### src/rtl/conv_seq_controller_if.sv
// Host strobe / datapath control bundle for the convolution sequencer.
// master drives the host strobes; slave is the controller.
interface conv_seq_controller_if #(
  parameter int unsigned KSIZE = 3,
  parameter int unsigned CNT_W = 16
);
  localparam int unsigned SEL_W = $clog2(KSIZE);

  logic             sample_load_en;
  logic             new_row;
  logic             coeff_load_en;
  logic             modwait;
  logic             sample_shift;
  logic             sample_stream;
  logic             convolve_en;
  logic             coeff_ld;
  logic [SEL_W-1:0] coeff_sel;
  logic [CNT_W-1:0] conv_count;
  logic             overrun;

  modport master (
    output sample_load_en, new_row, coeff_load_en,
    input  modwait, sample_shift, sample_stream, convolve_en,
    input  coeff_ld, coeff_sel, conv_count, overrun
  );

  modport slave (
    input  sample_load_en, new_row, coeff_load_en,
    output modwait, sample_shift, sample_stream, convolve_en,
    output coeff_ld, coeff_sel, conv_count, overrun
  );
endinterface

### src/rtl/conv_seq_controller.sv
// K-tap sliding-window convolution sequencer: window priming, strided streaming,
// coefficient bank loading, convolution counting and dropped-strobe detection.
module conv_seq_controller #(
  parameter int unsigned KSIZE  = 3,
  parameter int unsigned STRIDE = 1,
  parameter int unsigned SEL_W  = $clog2(KSIZE),
  parameter int unsigned CNT_W  = 16
) (
  input logic                  clk,
  input logic                  rst,
  conv_seq_controller_if.slave bus
);

  localparam int unsigned SKIP_W = (STRIDE > 1) ? $clog2(STRIDE) : 1;
  localparam logic [SEL_W-1:0]  LAST_TAP  = SEL_W'(KSIZE - 1);
  localparam logic [SKIP_W-1:0] LAST_SKIP = SKIP_W'(STRIDE - 1);

  typedef enum logic [2:0] {
    IDLE, PRIME_LOAD, PRIME_WAIT, CONV, STREAM_LOAD, STREAM_WAIT, COEFF_LOAD
  } state_t;

  state_t            state, state_nxt;
  logic [SEL_W-1:0]  prime_cnt, prime_nxt;
  logic [SEL_W-1:0]  coeff_cnt, coeff_nxt;
  logic [SKIP_W-1:0] skip_cnt, skip_nxt;
  logic [CNT_W-1:0]  count_nxt;
  logic              busy_c;

  assign busy_c = (state == PRIME_LOAD) || (state == STREAM_LOAD) || (state == COEFF_LOAD);

  // Next-state and counter update; strobes seen while busy have no effect here.
  always_comb begin
    state_nxt = state;
    prime_nxt = prime_cnt;
    coeff_nxt = coeff_cnt;
    skip_nxt  = skip_cnt;
    count_nxt = bus.conv_count;
    case (state)
      IDLE: begin
        if (bus.coeff_load_en) begin
          state_nxt = COEFF_LOAD;
          coeff_nxt = '0;
          count_nxt = '0;
        end else if (bus.sample_load_en) begin
          state_nxt = PRIME_LOAD;
          prime_nxt = '0;
        end
      end
      PRIME_LOAD: begin
        if (prime_cnt == LAST_TAP) begin
          state_nxt = CONV;
        end else begin
          prime_nxt = prime_cnt + SEL_W'(1);
          state_nxt = PRIME_WAIT;
        end
      end
      PRIME_WAIT: begin
        if (bus.coeff_load_en) begin
          state_nxt = COEFF_LOAD;
          coeff_nxt = '0;
          count_nxt = '0;
          prime_nxt = '0;
        end else if (bus.sample_load_en) begin
          state_nxt = PRIME_LOAD;
          if (bus.new_row) prime_nxt = '0;
        end
      end
      CONV, STREAM_WAIT: begin
        // CONV counts the window, then behaves as a streaming wait cycle
        if (state == CONV) begin
          count_nxt = bus.conv_count + CNT_W'(1);
          skip_nxt  = '0;
        end
        if (bus.coeff_load_en) begin
          state_nxt = COEFF_LOAD;
          coeff_nxt = '0;
          count_nxt = '0;
        end else if (bus.sample_load_en && bus.new_row) begin
          state_nxt = PRIME_LOAD;
          prime_nxt = '0;
        end else if (bus.sample_load_en) begin
          state_nxt = STREAM_LOAD;
        end else begin
          state_nxt = STREAM_WAIT;
        end
      end
      STREAM_LOAD: begin
        if (skip_cnt == LAST_SKIP) begin
          state_nxt = CONV;
        end else begin
          skip_nxt  = skip_cnt + SKIP_W'(1);
          state_nxt = STREAM_WAIT;
        end
      end
      COEFF_LOAD: begin
        if (coeff_cnt == LAST_TAP) begin
          state_nxt = IDLE;
        end else begin
          coeff_nxt = coeff_cnt + SEL_W'(1);
        end
      end
      default: state_nxt = IDLE;
    endcase
  end

  // State, counters and Moore outputs decoded from the next state so they land with it.
  always_ff @(posedge clk or posedge rst) begin
    if (rst) begin
      state             <= IDLE;
      prime_cnt         <= '0;
      coeff_cnt         <= '0;
      skip_cnt          <= '0;
      bus.conv_count    <= '0;
      bus.modwait       <= 1'b0;
      bus.sample_shift  <= 1'b0;
      bus.sample_stream <= 1'b0;
      bus.convolve_en   <= 1'b0;
      bus.coeff_ld      <= 1'b0;
      bus.coeff_sel     <= '0;
      bus.overrun       <= 1'b0;
    end else begin
      state             <= state_nxt;
      prime_cnt         <= prime_nxt;
      coeff_cnt         <= coeff_nxt;
      skip_cnt          <= skip_nxt;
      bus.conv_count    <= count_nxt;
      bus.modwait       <= (state_nxt == PRIME_LOAD) || (state_nxt == STREAM_LOAD) ||
                           (state_nxt == COEFF_LOAD);
      bus.sample_shift  <= (state_nxt == PRIME_LOAD) || (state_nxt == STREAM_LOAD);
      bus.sample_stream <= (state_nxt == CONV) || (state_nxt == STREAM_WAIT);
      bus.convolve_en   <= (state_nxt == CONV);
      bus.coeff_ld      <= (state_nxt == COEFF_LOAD);
      bus.coeff_sel     <= (state_nxt == COEFF_LOAD) ? coeff_nxt : '0;
      bus.overrun       <= busy_c && (bus.sample_load_en || bus.coeff_load_en);
    end
  end

endmodule

### src/flat_wrapper.sv
// flat-port wrapper written by rule: the top's interface ports become plain ports
module conv_seq_controller_flat 
#(
  parameter int unsigned KSIZE  = 3,
  parameter int unsigned STRIDE = 1,
  parameter int unsigned SEL_W  = $clog2(KSIZE),
  parameter int unsigned CNT_W  = 16
)
  (clk, rst, bus_sample_load_en, bus_new_row, bus_coeff_load_en, bus_modwait, bus_sample_shift, bus_sample_stream, bus_convolve_en, bus_coeff_ld, bus_coeff_sel, bus_conv_count, bus_overrun);
  conv_seq_controller_if #(.KSIZE(KSIZE), .CNT_W(CNT_W)) bus_i ();
  input logic clk;
  input logic rst;
  input wire logic [$bits(bus_i.sample_load_en)-1:0] bus_sample_load_en;
  input wire logic [$bits(bus_i.new_row)-1:0] bus_new_row;
  input wire logic [$bits(bus_i.coeff_load_en)-1:0] bus_coeff_load_en;
  output wire logic [$bits(bus_i.modwait)-1:0] bus_modwait;
  output wire logic [$bits(bus_i.sample_shift)-1:0] bus_sample_shift;
  output wire logic [$bits(bus_i.sample_stream)-1:0] bus_sample_stream;
  output wire logic [$bits(bus_i.convolve_en)-1:0] bus_convolve_en;
  output wire logic [$bits(bus_i.coeff_ld)-1:0] bus_coeff_ld;
  output wire logic [$bits(bus_i.coeff_sel)-1:0] bus_coeff_sel;
  output wire logic [$bits(bus_i.conv_count)-1:0] bus_conv_count;
  output wire logic [$bits(bus_i.overrun)-1:0] bus_overrun;
  assign bus_i.sample_load_en = bus_sample_load_en;
  assign bus_i.new_row = bus_new_row;
  assign bus_i.coeff_load_en = bus_coeff_load_en;
  assign bus_modwait = bus_i.modwait;
  assign bus_sample_shift = bus_i.sample_shift;
  assign bus_sample_stream = bus_i.sample_stream;
  assign bus_convolve_en = bus_i.convolve_en;
  assign bus_coeff_ld = bus_i.coeff_ld;
  assign bus_coeff_sel = bus_i.coeff_sel;
  assign bus_conv_count = bus_i.conv_count;
  assign bus_overrun = bus_i.overrun;
  conv_seq_controller #(.KSIZE(KSIZE), .STRIDE(STRIDE), .SEL_W(SEL_W), .CNT_W(CNT_W)) u_core (.clk(clk), .rst(rst), .bus(bus_i));
endmodule
### config.mk
export PLATFORM = sky130hd
export DESIGN_NAME = conv_seq_controller_flat
export DESIGN_NICKNAME = d
export VERILOG_FILES = /design/src/rtl/conv_seq_controller_if.sv /design/src/rtl/conv_seq_controller.sv /design/src/flat_wrapper.sv
export SDC_FILE = /design/constraint.sdc
export NUM_CORES = 1
export LEC_CHECK = 0
export CORE_MARGIN = 2
export CORE_UTILIZATION = 52
export DETAILED_ROUTE_END_ITERATION = 10
export GPL_TIMING_DRIVEN = 0
export PLACE_DENSITY = 0.78
export SLEW_MARGIN = 20
export SYNTH_ARGS = -nofsm -noshare
export SYNTH_HDL_FRONTEND = slang
export SYNTH_SLANG_ARGS = --single-unit
### constraint.sdc
create_clock -name clk -period 2.2 [get_ports clk]
set_input_delay 0.44 -clock clk [delete_from_list [all_inputs] [get_ports clk]]
set_output_delay 0.44 -clock clk [all_outputs]
set_load 0.03 [all_outputs]
After elaboration in Yosys (flattened, before gate mapping)
Cells that the tools add are included.
Widths: inputs -> output; s select.
{ "op_classes": {"magnitude_cmp": 0, "n_addsub": 4, "mul": 0, "shift": 0, "muxes": 29, "n_eq_ne": 23, "div_mod_pow": 0, "bitwise": 0, "reduce_logical": 18} }
{ "op_table": {"columns": ["op", "count"], "rows": [
  ["$mux 16", 3],
  ["$pmux 16 s2", 1],
  ["$mux 2", 11],
  ["$eq 3x3->1 const B", 6],
  ["$mux 3", 6],
  ["$add 16x1->16 const B", 1],
  ["$pmux 3 s5", 1],
  ["$eq 3x2->1 const B", 3],
  ["$ne 2x2->1 const B", 4],
  ["$pmux 2 s4", 1],
  ["$reduce_and 8->1", 1],
  ["$eq 3x1->1 const B", 2],
  ["$logic_or 1x1->1", 6],
  ["$ne 2x1->1 const B", 3],
  ["$ne 3x3->1 const B", 2],
  ["$add 2x1->2 const B", 2],
  ["$eq 2x2->1 const B", 2],
  ["$mux 1", 4],
  ["$pmux 2 s2", 1],
  ["$reduce_bool 2->1", 2],
  ["$reduce_bool 4->1", 1],
  ["$reduce_or 2->1", 2],
  ["$reduce_or 4->1", 1],
  ["$logic_not 3->1", 1],
  ["6 further kinds", 7]
]} }
{ "word_totals": {"ff_bits": 32, "inputBits": 5, "latch_bits": 0, "elab_cells": 86, "ramBits": 0, "mem_bits_ro": 0, "out_inout_bits": 24, "mem_count": 0} }

Longest topological paths before layout
Gate-level depths: netlist of run 1.
{ "depth": {"ltp_word": 7, "ltp_mapped": 7, "mapped_depth_nobuf": 7} }

Worst setup path after synthesis of run 1
Ideal clock, no wire load.
{ "synth_path": {"path_kind": "register -> register", "from": "register u_core.bus.conv_count[5]", "to": "register u_core.bus.conv_count[13]", "path_stages_with_launch": 6, "t_arrival_ns": 1.584, "t_required_ns": 2.075, "setup_time_ns": 0.125, "synth_period_minus_slack_ns": 1.710, "path_buffers": 0, "path_slack_ns": 0.490, "path_cell_list": "dfrtp_1 -> nand4_1 -> nor4_1 -> nand3_1 -> mux2i_1 -> o21ai_1"} }
{ "synth_via": {"elab_chain_len": 4} }
{ "synth_lines": {"columns": ["element", "line", "text"], "rows": [
  ["start, declared", "conv_seq_controller_if.sv:30", "output coeff_ld, coeff_sel, conv_count, overrun"],
  ["start signal, assigned", "conv_seq_controller.sv:126", "bus.conv_count <= count_nxt;"],
  ["$add 16x1->16", "conv_seq_controller.sv:71", "count_nxt = bus.conv_count + CNT_W'(1);"],
  ["$mux 16", "conv_seq_controller.sv:70", "if (state == CONV) begin"],
  ["$mux 16", "conv_seq_controller.sv:74", "if (bus.coeff_load_en) begin"],
  ["$pmux 16 s2", "conv_seq_controller.sv:38", "case (state)"]
]} }
Every way passes these cells. The select of a mux whose other input is x is not followed.
A chain may end at the register's enable or synchronous reset.

Worst setup path after layout of run 1
{ "layout_path": {"from": "register u_core.bus.conv_count[2]", "to": "output bus_conv_count[2]"} }
{ "layout_rtl": {"columns": ["element", "line", "text"], "rows": [
  ["end, declared", "flat_wrapper.sv:22", "output wire logic [$bits(bus_i.conv_count)-1:0] bus_conv_count;"]
]} }
No word-level cell between the ends.

==> flow_summary.toml, run 1 <==
[cts]
cts_resized = 0
worstSkewPairLatency_ps = 340
cts_root_buf = "clkbuf_4"
cts.path.max_buffers = 2
cts_hold_buf = 0
cts_buffers = 5
htree_num_levels = 2
cts_tree = "yes"
clkTransAtPathRegs_ps = 90
cts.sink_count = 31
cts_setup_buffers = 0

[global_route]
antenna_found_initial = 0
grt_pass1_vias = 1489
grt_max_degree = 32
grt.overflow.total = 0
grt_pass1_wl_um = 6480
grtUsageTotal_pct = 23.3

[pwr]
p_seq_share_pct = 31.8
ir_worst_vdd_mv = 0.632
leakage_nw = 0.929
power.internal_mw = 1.42
pwr-share-clk_pct = 19.6
switching_share_pct = 40.9
p_switching_uw = 981
pwr-share-comb_pct = 48.6
total_power_mw = 2.40
power.density_nw_per_um2 = 1120

[sta]
finalSetupViolations = 0
hold_viol = 0
fmax_mhz = 505
fin_crit_sh_pct = 90.1
grt_setup_unrepaired = "false"
slew_viol_final = 0
max_slew_margin_pct = 55.6
worstMarginPinSlew_ps = 665
fin_setup_tns_ps = 0
timing.final.crit_period_ps = 1980
fin_worst_skew_ps = 7.20
fin_ws_ps = 219

[yosys]
syn-cell-area_um2 = 1720
synth-edff-count = 0
synth_top_area_share_pct = 45.0
synth_seq_cells = 31
synth_ff_type = "dfrtp_1"
ys_top_cells_by_count = "31 x dfrtp_1, 25 x nand2_1, 15 x nor2_1"
synth_area_leader_cell = "dfrtp_1"
synthesis.nets = 192
yosysMostFrequentCell = "dfrtp_1"
async_flop_share_pct = 100
yosysWarnings = 0
synth.avg_cell_area_um2 = 9.41
synthTopCellsByArea = "dfrtp_1 45%, nand2_1 5.4%, nand3_1 3.5%"
synth_cells = 183
yosysUniqueCellTypes = 46
seq_area_frac_synth_pct = 45.0

[layout]
fin_cells = 263
nets = 227
drive_gt1_share_pct = 10.5
area_delta_synth_final_pct = 24.5
num_antenna_cells = 0
finalInstanceArea_um2 = 2140

[worst_setup_path]
crit_fanout = 7
worst_ep_arrival_time_ps = 1540
critPathSlowestCell = "clkdlybuf4s50_1"
critPathKind = "reg2out"
cpLargestDelayFamily = "buffers and inverters"
cp-start-kind = "flip-flop"
required_ps = 1760
cpPeakStageDelay_ps = 720
critPathCaptureType = "output pin"
cp_cell_sequence = "clkdlybuf4s50_1"
cp_num_buf_inv = 1

[place]
post-place-ws_ps = -77.3
placed_cells = 255
place_area_um2 = 2060
port_buffers = 28
gp_congestion = 0.834
dp_hpwl_um = 2900

[die]
dieHeight_um = 61.6
rows = 20
coreArea_um2 = 3100
die_area_um2 = 3790
initial_core_util_pct = 55.5
die_x_um = 61.6
num_io_pins = 29

[outcome]
status = "complete, no violations"

[drt]
wl_per_cell_um = 14.9
postRouteAntennaNets = 0
drtIter0Drc = 103
viasPerCell = 5.78
drc = 0
wirelength_um = 3910
drt-pass1-iter-count = 4
vias = 1519

[min_path]
hold_class = "reg2reg"

[job]
maxCapViolCount = 0
[stage by stage]
stage | hold WS (ps) | utilization (%)
after global placement | 471 | 66.3
after CTS | 502 | 69.1
after floorplan | 462 | -
final | 494 | 69.1
after global routing | 538 | 69.1
after detailed placement | 480 | 66.3
[power groups by stage]
stage	Sequential, mW	Combinational [mW]	Clock (mW)
global route	0.776	1.26	0.507
floorplan	0.893	0.698	0
detailed placement	0.776	1.15	0
finish	0.762	1.16	0.469
global placement	0.764	1.10	0
CTS	0.765	1.16	0.478
[registers in the layout, indices dropped and copies added, names as in the netlist]
signal and cells:
u_core.bus.conv_count 16, u_core.bus.coeff_sel 2, u_core.bus.sample_stream 1, u_core.bus.modwait 1, u_core.coeff_cnt 2, u_core.bus.overrun 1
u_core.bus.convolve_en 1, u_core.prime_cnt 2, u_core.bus.coeff_ld 1, u_core.bus.sample_shift 1, u_core.state 3
[logic make-up (layout without fill, tap and decap cells)]
family / count (synthesis) / count (layout) / share of synthesized area (%)
simple gates: 80 / 80 / 25.7
compound gates: 38 / 38 / 14.5
buf+inv: 17 / 53 / 4.72
flops: 31 / 31 / 45.0
fa+ha+maj: 4 / 4 / 2.90
mux: 5 / 5 / 3.05
xor+xnor: 8 / 8 / 4.07
[layout make-up]
type                            count  area (µm²)
Sequential cell                    31         776
Tap cell                           44        55.1
Buffer                              8        47.5
Timing Repair Buffer               28         280
Multi-Input combinational cell    135         866
Clock buffer                        6        51.3
Clock inverter                      2        35.0
Inverter                            9        33.8
Fill cell                         267         958
[layer usage]
metal | track usage [%] | vias up | share of wire, %
met4 | 10.6 | 0 | 2.2
met5 | 0 | - | 0
met3 | 6.09 | 11 | 4.4
met1 | 26.0 | 749 | 40
met2 | 41.4 | 38 | 54
li1 | - | 721 | -
[final timing paths]
check                                         start                        to  slack (ps)  cells after the start
setup / recovery           u_core.bus.conv_count[2]         bus_conv_count[2]         220                      1
hold / removal                  u_core.prime_cnt[1]       u_core.prime_cnt[1]         490                      1
setup reg to reg                    u_core.state[2]        u_core.bus.modwait         400                      6
hold reg to reg                 u_core.prime_cnt[1]       u_core.prime_cnt[1]         490                      1
max in group asynchronous                       rst  u_core.bus.sample_stream        1250                      2
min in group asynchronous                       rst       u_core.bus.coeff_ld         510                      2
[placed cells by master, fill, tap and decap left out, types with 7 or more instances in the layout]
cell type | synthesis | final
inv_1 | 8 | 7
nand3_1 | 12 | 12
o21ai_0 | 12 | 12
dfrtp_1 | 31 | 31
nand2_1 | 25 | 25
nor2_1 | 15 | 15
clkdlybuf4s50_1 | 0 | 28
Power figures use the tool's default switching activity.
==> inputs of run 2 (changes only) <==
--- a/config.mk
+++ b/config.mk
@@ -10,6 +10,7 @@
 export DETAILED_ROUTE_END_ITERATION = 10
 export GPL_TIMING_DRIVEN = 0
 export PLACE_DENSITY = 0.78
+export SKIP_LAST_GASP = 1
 export SLEW_MARGIN = 20
 export SYNTH_ARGS = -nofsm -noshare
 export SYNTH_HDL_FRONTEND = slang
==> results of run 2 <==
Final layout, timing and power as in run 1 (identical DEF).
